$ cat config.mk
export PLATFORM = sky130hd
export DESIGN_NAME = div_ctrl
export DESIGN_NICKNAME = d
export VERILOG_FILES = /design/src/rtl/div_ctrl.sv
export SDC_FILE = /design/constraint.sdc
export NUM_CORES = 1
export LEC_CHECK = 0
export ABC_AREA = 1
export CORE_MARGIN = 1.5
export CORE_UTILIZATION = 64
export CTS_BUF_LIST = sky130_fd_sc_hd__clkbuf_2
export CTS_CLUSTER_DIAMETER = 50
export DETAILED_ROUTE_END_ITERATION = 10
export PLACE_DENSITY = 0.95
export SKIP_LAST_GASP = 1
export SYNTH_ARGS = -nofsm -noshare
export SYNTH_HDL_FRONTEND = slang
export SYNTH_SLANG_ARGS = --single-unit
$ cat constraint.sdc
create_clock -name clk -period 9.8 [get_ports clk]
set_input_delay 0.98 -clock clk [delete_from_list [all_inputs] [get_ports clk]]
set_output_delay 0.98 -clock clk [all_outputs]
set_load 0.05 [all_outputs]
$ cat src/rtl/div_ctrl.sv
// Multi-cycle restoring divider controller for DIV/DIVU in the EX stage.
// Stalls the pipeline until the {remainder, quotient} result is ready for HI/LO.
module div_ctrl #(
  parameter int unsigned WIDTH = 32
) (
  input  logic                 clk,
  input  logic                 resetn,
  input  logic                 start_div,
  input  logic                 signed_div,
  input  logic                 annul,
  input  logic [WIDTH-1:0]     opdata1,
  input  logic [WIDTH-1:0]     opdata2,
  output logic [2*WIDTH-1:0]   result,
  output logic                 ready,
  output logic                 stall_div
);

  typedef enum logic [1:0] {
    IDLE,
    DIVZERO,
    ON,
    END
  } state_t;

  state_t state, state_next;

  logic [5:0]       cnt;
  logic [WIDTH-1:0] dvd;      // remaining dividend bits, quotient shifts in at the LSB
  logic [WIDTH-1:0] dvs;
  logic [WIDTH-1:0] rem;
  logic             neg_q;
  logic             neg_r;

  logic             accept;
  logic             last_iter;
  logic [WIDTH:0]   trial;
  logic             qbit;
  logic [WIDTH-1:0] rem_step;
  logic [WIDTH-1:0] dvd_step;
  logic [WIDTH-1:0] abs_a;
  logic [WIDTH-1:0] abs_b;

  assign accept    = start_div & ~annul;
  assign last_iter = (cnt == 6'(WIDTH - 1));
  assign stall_div = start_div & ~ready;

  always_comb begin
    abs_a = opdata1;
    abs_b = opdata2;
    if (signed_div && opdata1[WIDTH-1]) abs_a = -opdata1;
    if (signed_div && opdata2[WIDTH-1]) abs_b = -opdata2;
  end

  // One restoring step: trial subtract of the divisor from {rem, next dividend bit}.
  always_comb begin
    trial    = {rem, dvd[WIDTH-1]} - {1'b0, dvs};
    qbit     = ~trial[WIDTH];
    rem_step = qbit ? trial[WIDTH-1:0] : {rem[WIDTH-2:0], dvd[WIDTH-1]};
    dvd_step = {dvd[WIDTH-2:0], qbit};
  end

  always_ff @(posedge clk or negedge resetn) begin
    if (!resetn) state <= IDLE;
    else         state <= state_next;
  end

  always_comb begin
    state_next = state;
    unique case (state)
      IDLE: begin
        if (accept) state_next = (opdata2 == '0) ? DIVZERO : ON;
      end
      DIVZERO: begin
        state_next = annul ? IDLE : END;
      end
      ON: begin
        if (annul)          state_next = IDLE;
        else if (last_iter) state_next = END;
      end
      END: begin
        if (annul || !start_div) state_next = IDLE;
      end
      default: state_next = IDLE;
    endcase
  end

  always_ff @(posedge clk or negedge resetn) begin
    if (!resetn) begin
      cnt    <= '0;
      dvd    <= '0;
      dvs    <= '0;
      rem    <= '0;
      neg_q  <= 1'b0;
      neg_r  <= 1'b0;
      result <= '0;
      ready  <= 1'b0;
    end else begin
      ready <= 1'b0;
      unique case (state)
        IDLE: begin
          if (accept) begin
            dvd   <= abs_a;
            dvs   <= abs_b;
            rem   <= '0;
            cnt   <= '0;
            neg_r <= signed_div & opdata1[WIDTH-1];
            neg_q <= signed_div & (opdata1[WIDTH-1] ^ opdata2[WIDTH-1]);
          end
        end
        DIVZERO: begin
          if (!annul) begin
            dvd <= '0;
            rem <= '0;
          end
        end
        ON: begin
          if (!annul) begin
            cnt <= cnt + 6'd1;
            // Sign fix-up is folded into the final iteration so END only copies.
            if (last_iter) begin
              dvd <= neg_q ? -dvd_step : dvd_step;
              rem <= neg_r ? -rem_step : rem_step;
            end else begin
              dvd <= dvd_step;
              rem <= rem_step;
            end
          end
        end
        END: begin
          if (start_div && !annul) begin
            result <= {rem, dvd};
            ready  <= 1'b1;
          end
        end
        default: ready <= 1'b0;
      endcase
    end
  end

endmodule

* Yosys cells after proc, flatten, opt, wreduce, memory -nomap -nowiden
Cells that the tools add are included.
** Word-level totals
- Output and inout bits :: 66
- Word-level logic and storage cells :: 73
- Bits in registers :: 171
- Input port bits :: 69
** Cells by class
- Equal/unequal tests :: 9
- Muxes and demuxes :: 26
- Reductions and logical operators :: 15
- Bitwise gates (word level) :: 8
- Add/subtract/negate cells :: 6
** Operators by type and width (count)
- 32-bit 2-to-1 mux :: 12
- 32-bit one-hot mux with 3 select lines :: 2
- 32-bit negation :: 4
- 33-bit by 32-bit subtractor with 33-bit output :: 1
- 32-bit zero test :: 1
- 2-bit 2-to-1 mux :: 6
- 6-bit 2-to-1 mux :: 2
- 6-bit one-hot mux with 2 select lines :: 1
- 2-bit inequality test, second input constant :: 4
- 2-bit one-hot mux with 4 select lines :: 1
- 6-bit by 1-bit adder with 6-bit output, second input constant :: 1
- 6-bit by 5-bit == test with 1-bit output, second input constant :: 1
- 3-bit AND reduction :: 2
- 1-bit bitwise AND :: 4
- 2-bit == test, second input constant :: 2
- 2-bit AND reduction :: 2
- 4-bit AND reduction :: 1
- 1-bit logical AND :: 3
- 3-bit inequality test, second input constant :: 1
- 1-bit NOT :: 3
- 3-bit nonzero test :: 1
- 2-bit by 1-bit == test with 1-bit output, second input constant :: 1
- 1-bit zero test :: 2
- 2-bit zero test :: 1
- 4 further kinds :: 5

* Longest topological paths before layout
- Depth after elaboration :: 7
- Gate-level depth with buffers :: 30

* Least setup slack after synthesis
Ideal clock, no wire load.
- Path type :: register to register
- From :: register dvd[31]
- To :: register dvd[28]
- Required time :: 9.718 ns
- Arrival time :: 3.672 ns
- Slack :: 6.046 ns
- Clock period less this slack :: 3.754 ns
- Path buffers :: 2
- Cell stages (with the launch flop) :: 30
- Cells stage by stage :: dfrtp_1 > inv_1 > ha_1 > fa_1 > inv_1 > nand2_1 > nand2_1 > nand3_1 > nand2_2 > nand2_1 > nand2_2 > nand2_2 > nand2_2 > nand2_4 > nand2_4 > buf_6 > buf_12 > ha_1 > nand2_1 > nor2_1 > nand4_1 > inv_1 > nand4_1 > o31ai_1 > nand2_1 > nor2_1 > o21ai_0 > a21oi_1 > o21ai_0 > a31oi_1
** On the way
- Longest elaborated chain between the ends :: 7
** Ends and longest elaborated chain
- from (decl) :: RTL line 28 : logic [WIDTH-1:0] dvd;
- from (signal assigned) :: RTL line 102 : dvd <= abs_a;
- from (signal assigned) :: RTL line 121 : dvd <= neg_q ? -dvd_step : dvd_step;
- from (signal assigned) :: RTL line 124 : dvd <= dvd_step;
- 33-bit by 32-bit subtractor with 33-bit output :: RTL line 56 : trial = {rem, dvd[WIDTH-1]} - {1'b0, dvs};
- 1-bit NOT :: RTL line 57 : qbit = ~trial[WIDTH];
- 32-bit negation :: RTL line 121
- 32-bit 2-to-1 mux :: RTL line 121
- 32-bit 2-to-1 mux :: RTL line 120 : if (last_iter) begin
- 32-bit 2-to-1 mux :: RTL line 117 : if (!annul) begin
- 32-bit one-hot mux with 3 select lines :: RTL line 99 : unique case (state)
Every way passes these cells. The select of a mux whose other input is x is not followed.
A chain may end at the register's enable or synchronous reset.

* Worst setup path in the final report
Same ends and word-level chain as after synthesis.

==> run summary <==
The flow ran to the end, but the final reports show violations. The checks that failed: DRC. IR analysis of the VDD net gives a maximum drop of 0.000283 V.

The total area inside the core boundary comes to 0.0197 mm^2. The detailed-route vias per instance is 5.81, and the register bit total from synthesis is 171. At the pin with the least slew margin, the transition time is 1.14 ns. Compared with the post-synthesis result, the final layout area differs by 13.1%. Once routing completed, OpenROAD measured the worst setup slack at 5.06 ns. TritonCTS built the clock tree.

Leaving out filler cells and counting taps, the final layout contains 2,384. The horizontal extent of the die was 146 um; the area of the mapped netlist was 0.0130 mm^2. The tree built by TritonCTS fans out to 171 sinks.

The highest-delay cell along the critical path is sky130_fd_sc_hd__fa_1. STA puts the critical path data arrival time at 5.46 ns. By area the synthesized netlist is led by sky130_fd_sc_hd__dfrtp_1, sky130_fd_sc_hd__nand2_1, sky130_fd_sc_hd__inv_1. For the number of DRC markers in iteration 0, the log shows 1,500. The share of synthesized area occupied by flip-flops and latches is 0.329, and the synthesized area per cell is 6.48 um^2. For the worst-skew pair, the clock arrives at the later sink with an insertion delay of 0.79 ns. The number of buffer and inverter instances along the worst setup path is 3, and the top cell type's share of synthesized area is 0.329. The total number of cells along the worst setup path works out to 27. STA classifies the critical path endpoint as a flip-flop. Summed over all instances, the cell type with the most area after synthesis is sky130_fd_sc_hd__dfrtp_1. The post-CTS setup repair buffer count was 0. The hold violation count in the final report came out at 0. The count of buffers added on input and output ports is 134.

Clock transition at the registers of the reported paths: 0.31 ns. Type of the setup path with the least slack: flip-flop to flip-flop. STA classifies the critical path startpoint as a flip-flop. The worst min-delay path category is input pin to asynchronous set/reset pin.

On the worst path, the slowest cell contributes a delay of 0.41 ns. Yosys mapped the design onto 51 distinct sky130hd cell types. For the initial antenna violation count, the log shows 1. The wire-length estimate of the detail-placed layout is 29,900 um.

The pre-CTS setup slack was 5.31 ns; the post-synthesis cell count was 2,007. The routed design could run at a clock period as short as 4.74 ns. The tools report the utilization after layout as 0.747.

At the end of routability-driven placement, the weighted congestion stood at 1.01. The most critical setup path has its startpoint at dvd[31]$_DFFE_PN0P_. The logs give 0.374 for the global-route usage over all layers and 0 for the number of slew-limit violations in the final report.

The logs give 51 for the floorplan row count and 0 for the total global routing overflow. The logs give 0 ns for the setup TNS and 12,900 for the number of global-route vias before repair. The floorplan die height was 146 um. The layout cell share with drive strength beyond 1 is 0.0491, and the clock tree skew after final layout is 0.0548 ns. For the final-stage net count, the log shows 2,217. Number of warnings printed during yosys synthesis: 0.

Dividing total power by cell area gives a power density of 269 mW/mm^2. The tools report the total wire length as 39,000 um. The run gives 7.75 nW as the static leakage. The global-route wire length before repair was 64,100 um; the total power of the final layout was 3.96 mW. Among cell families on the critical path, the largest total delay comes from simple AND/OR/NAND/NOR gates.

The most numerous cell type found on the critical path is sky130_fd_sc_hd__nand2_1. Initial cell density of the core: 0.660. The tools report the headroom to the max-slew limit as 0.240. The placed instances occupy a cell area of 0.0145 mm^2. Counting instances in the post-synthesis netlist gives the leading cell types as sky130_fd_sc_hd__nand2_1, sky130_fd_sc_hd__inv_1, sky130_fd_sc_hd__nor2_1, sky130_fd_sc_hd__o21ai_0, sky130_fd_sc_hd__dfrtp_1. The final instance area came out at 0.0147 mm^2. Entering global routing, the biggest net connects 125 pins.

Final cycle utilization of the critical path: 0.484. The most critical setup path has its endpoint at dvd[28]$_DFFE_PN0P_. The total setup violations reported at the end of the flow came out at 0.

In this run, synthesis inferred 0 flip-flops with an integrated enable. The remaining antenna violation count came out at 0. The number of placed cells counting well taps is 2,351. Detailed-route DRC error count: 2.

For this design, the CTS-stage hold fixing added 0 buffers. The register-to-register setup slack came out at 5.06 ns. The worst register-to-register path begins at dvd[31]$_DFFE_PN0P_. The average wire length per cell after detail routing works out to 16.4 um. The floorplan step defined a die boundary enclosing 0.0212 mm^2. Summing over every cut layer, the via total after detailed routing is 13,900. Clock tree synthesis selected as its root buffer the cell sky130_fd_sc_hd__clkbuf_2. Highest fanout seen on the critical path: 39. The most instantiated library cell after synthesis is sky130_fd_sc_hd__nand2_1. Setup repair after global routing left no endpoint under its margin. For this design the top-level I/O count stands at 135. Static timing analysis puts the maximum clock frequency at 0.211 GHz. Share of synthesized flip-flops with an asynchronous set or reset: 1.00.

The top flip-flop cell by instance count after synthesis is sky130_fd_sc_hd__dfrtp_1. The worst register-to-register path has a depth of 27. When the netlist entered floorplanning its net count stood at 2,119. The tools report the maximum level of the CTS H-tree as 4.

Post-CTS repair changed the size of 0 cells. The max-cap violation count was 0. The maximum buffer depth of the clock tree was 2; the data required time at the worst endpoint was 10.52 ns. The number of buffers created by CTS came out at 17.

The terminus of the critical flop-to-flop path is dvd[28]$_DFFE_PN0P_. The first detailed-routing pass took 9 iterations. Worst hold margin: 0.0830 ns.
## where the power goes
group	internal (mW)	switching (mW)	total, mW
Sequential	0.940	0.177	1.12
Clock	0.129	0.297	0.426
Combinational	0.737	1.68	2.41
## worst min path at each step
stage                                      start                endpoint  depth (start not counted)
after floorplan              dvs[10]$_DFFE_PN0P_     dvs[10]$_DFFE_PN0P_                          2
after global placement    result[56]$_DFFE_PN0P_  result[56]$_DFFE_PN0P_                          2
after detailed placement  result[59]$_DFFE_PN0P_  result[59]$_DFFE_PN0P_                          2
after CTS                                 resetn  result[59]$_DFFE_PN0P_                          1
after global routing                      resetn  result[59]$_DFFE_PN0P_                          1
final                                     resetn     dvs[25]$_DFFE_PN0P_                          1
## final cells by class
class	count	area, um^2
antenna	1	2.50
clock buffer	17	85.1
clock inverter	15	178
fill	1600	5000
inverter	277	1040
multi-input combinational	1498	7420
sequential	171	4280
tap	265	332
timing repair buffer	140	1390
## logic make-up (layout without fill, tap and decap cells)
| logic type | after synthesis | count (layout) | synth area share |
|---|---|---|---|
| and+or+nand+nor | 1069 | 1069 | 0.347 |
| xor gates and xnor gates | 60 | 60 | 0.0404 |
| AOI/OAI and AO/OA | 326 | 326 | 0.138 |
| buffers and inverters | 338 | 449 | 0.103 |
| DFF | 171 | 171 | 0.329 |
| other | 0 | 1 | 0 |
| adders and majority gates | 43 | 43 | 0.0419 |
## state kept, by name, summed over array words and instances, names as in the netlist
signal and cells:
ready 1, rem 32, neg_q 1, dvd 32, cnt 6, dvs 32, neg_r 1, result 64
state 2
## placed cells by master (no fill, tap or decap), types with 29 or more instances in the layout
master                            instances
sky130_fd_sc_hd__clkdlybuf4s50_1        133
sky130_fd_sc_hd__dfrtp_1                171
sky130_fd_sc_hd__nand2_2                 31
sky130_fd_sc_hd__nand2_1                619
sky130_fd_sc_hd__xor2_1                  43
sky130_fd_sc_hd__nor2_1                 180
sky130_fd_sc_hd__ha_1                    42
sky130_fd_sc_hd__o21ai_0                174
sky130_fd_sc_hd__nor3_1                  30
sky130_fd_sc_hd__a21oi_1                 63
sky130_fd_sc_hd__a31oi_1                 29
sky130_fd_sc_hd__nand3_1                139
sky130_fd_sc_hd__inv_1                  271
## layer usage
metal / part of all wire / GRT usage / up-vias
met1: 0.42 / 0.500 / 6374
met3: 0.078 / 0.0589 / 135
met5: 0 / 0 / -
li1: - / - / 6652
met4: 0.043 / 0.160 / 0
met2: 0.46 / 0.606 / 694
Note: power is estimated with default switching activity, not from simulation.
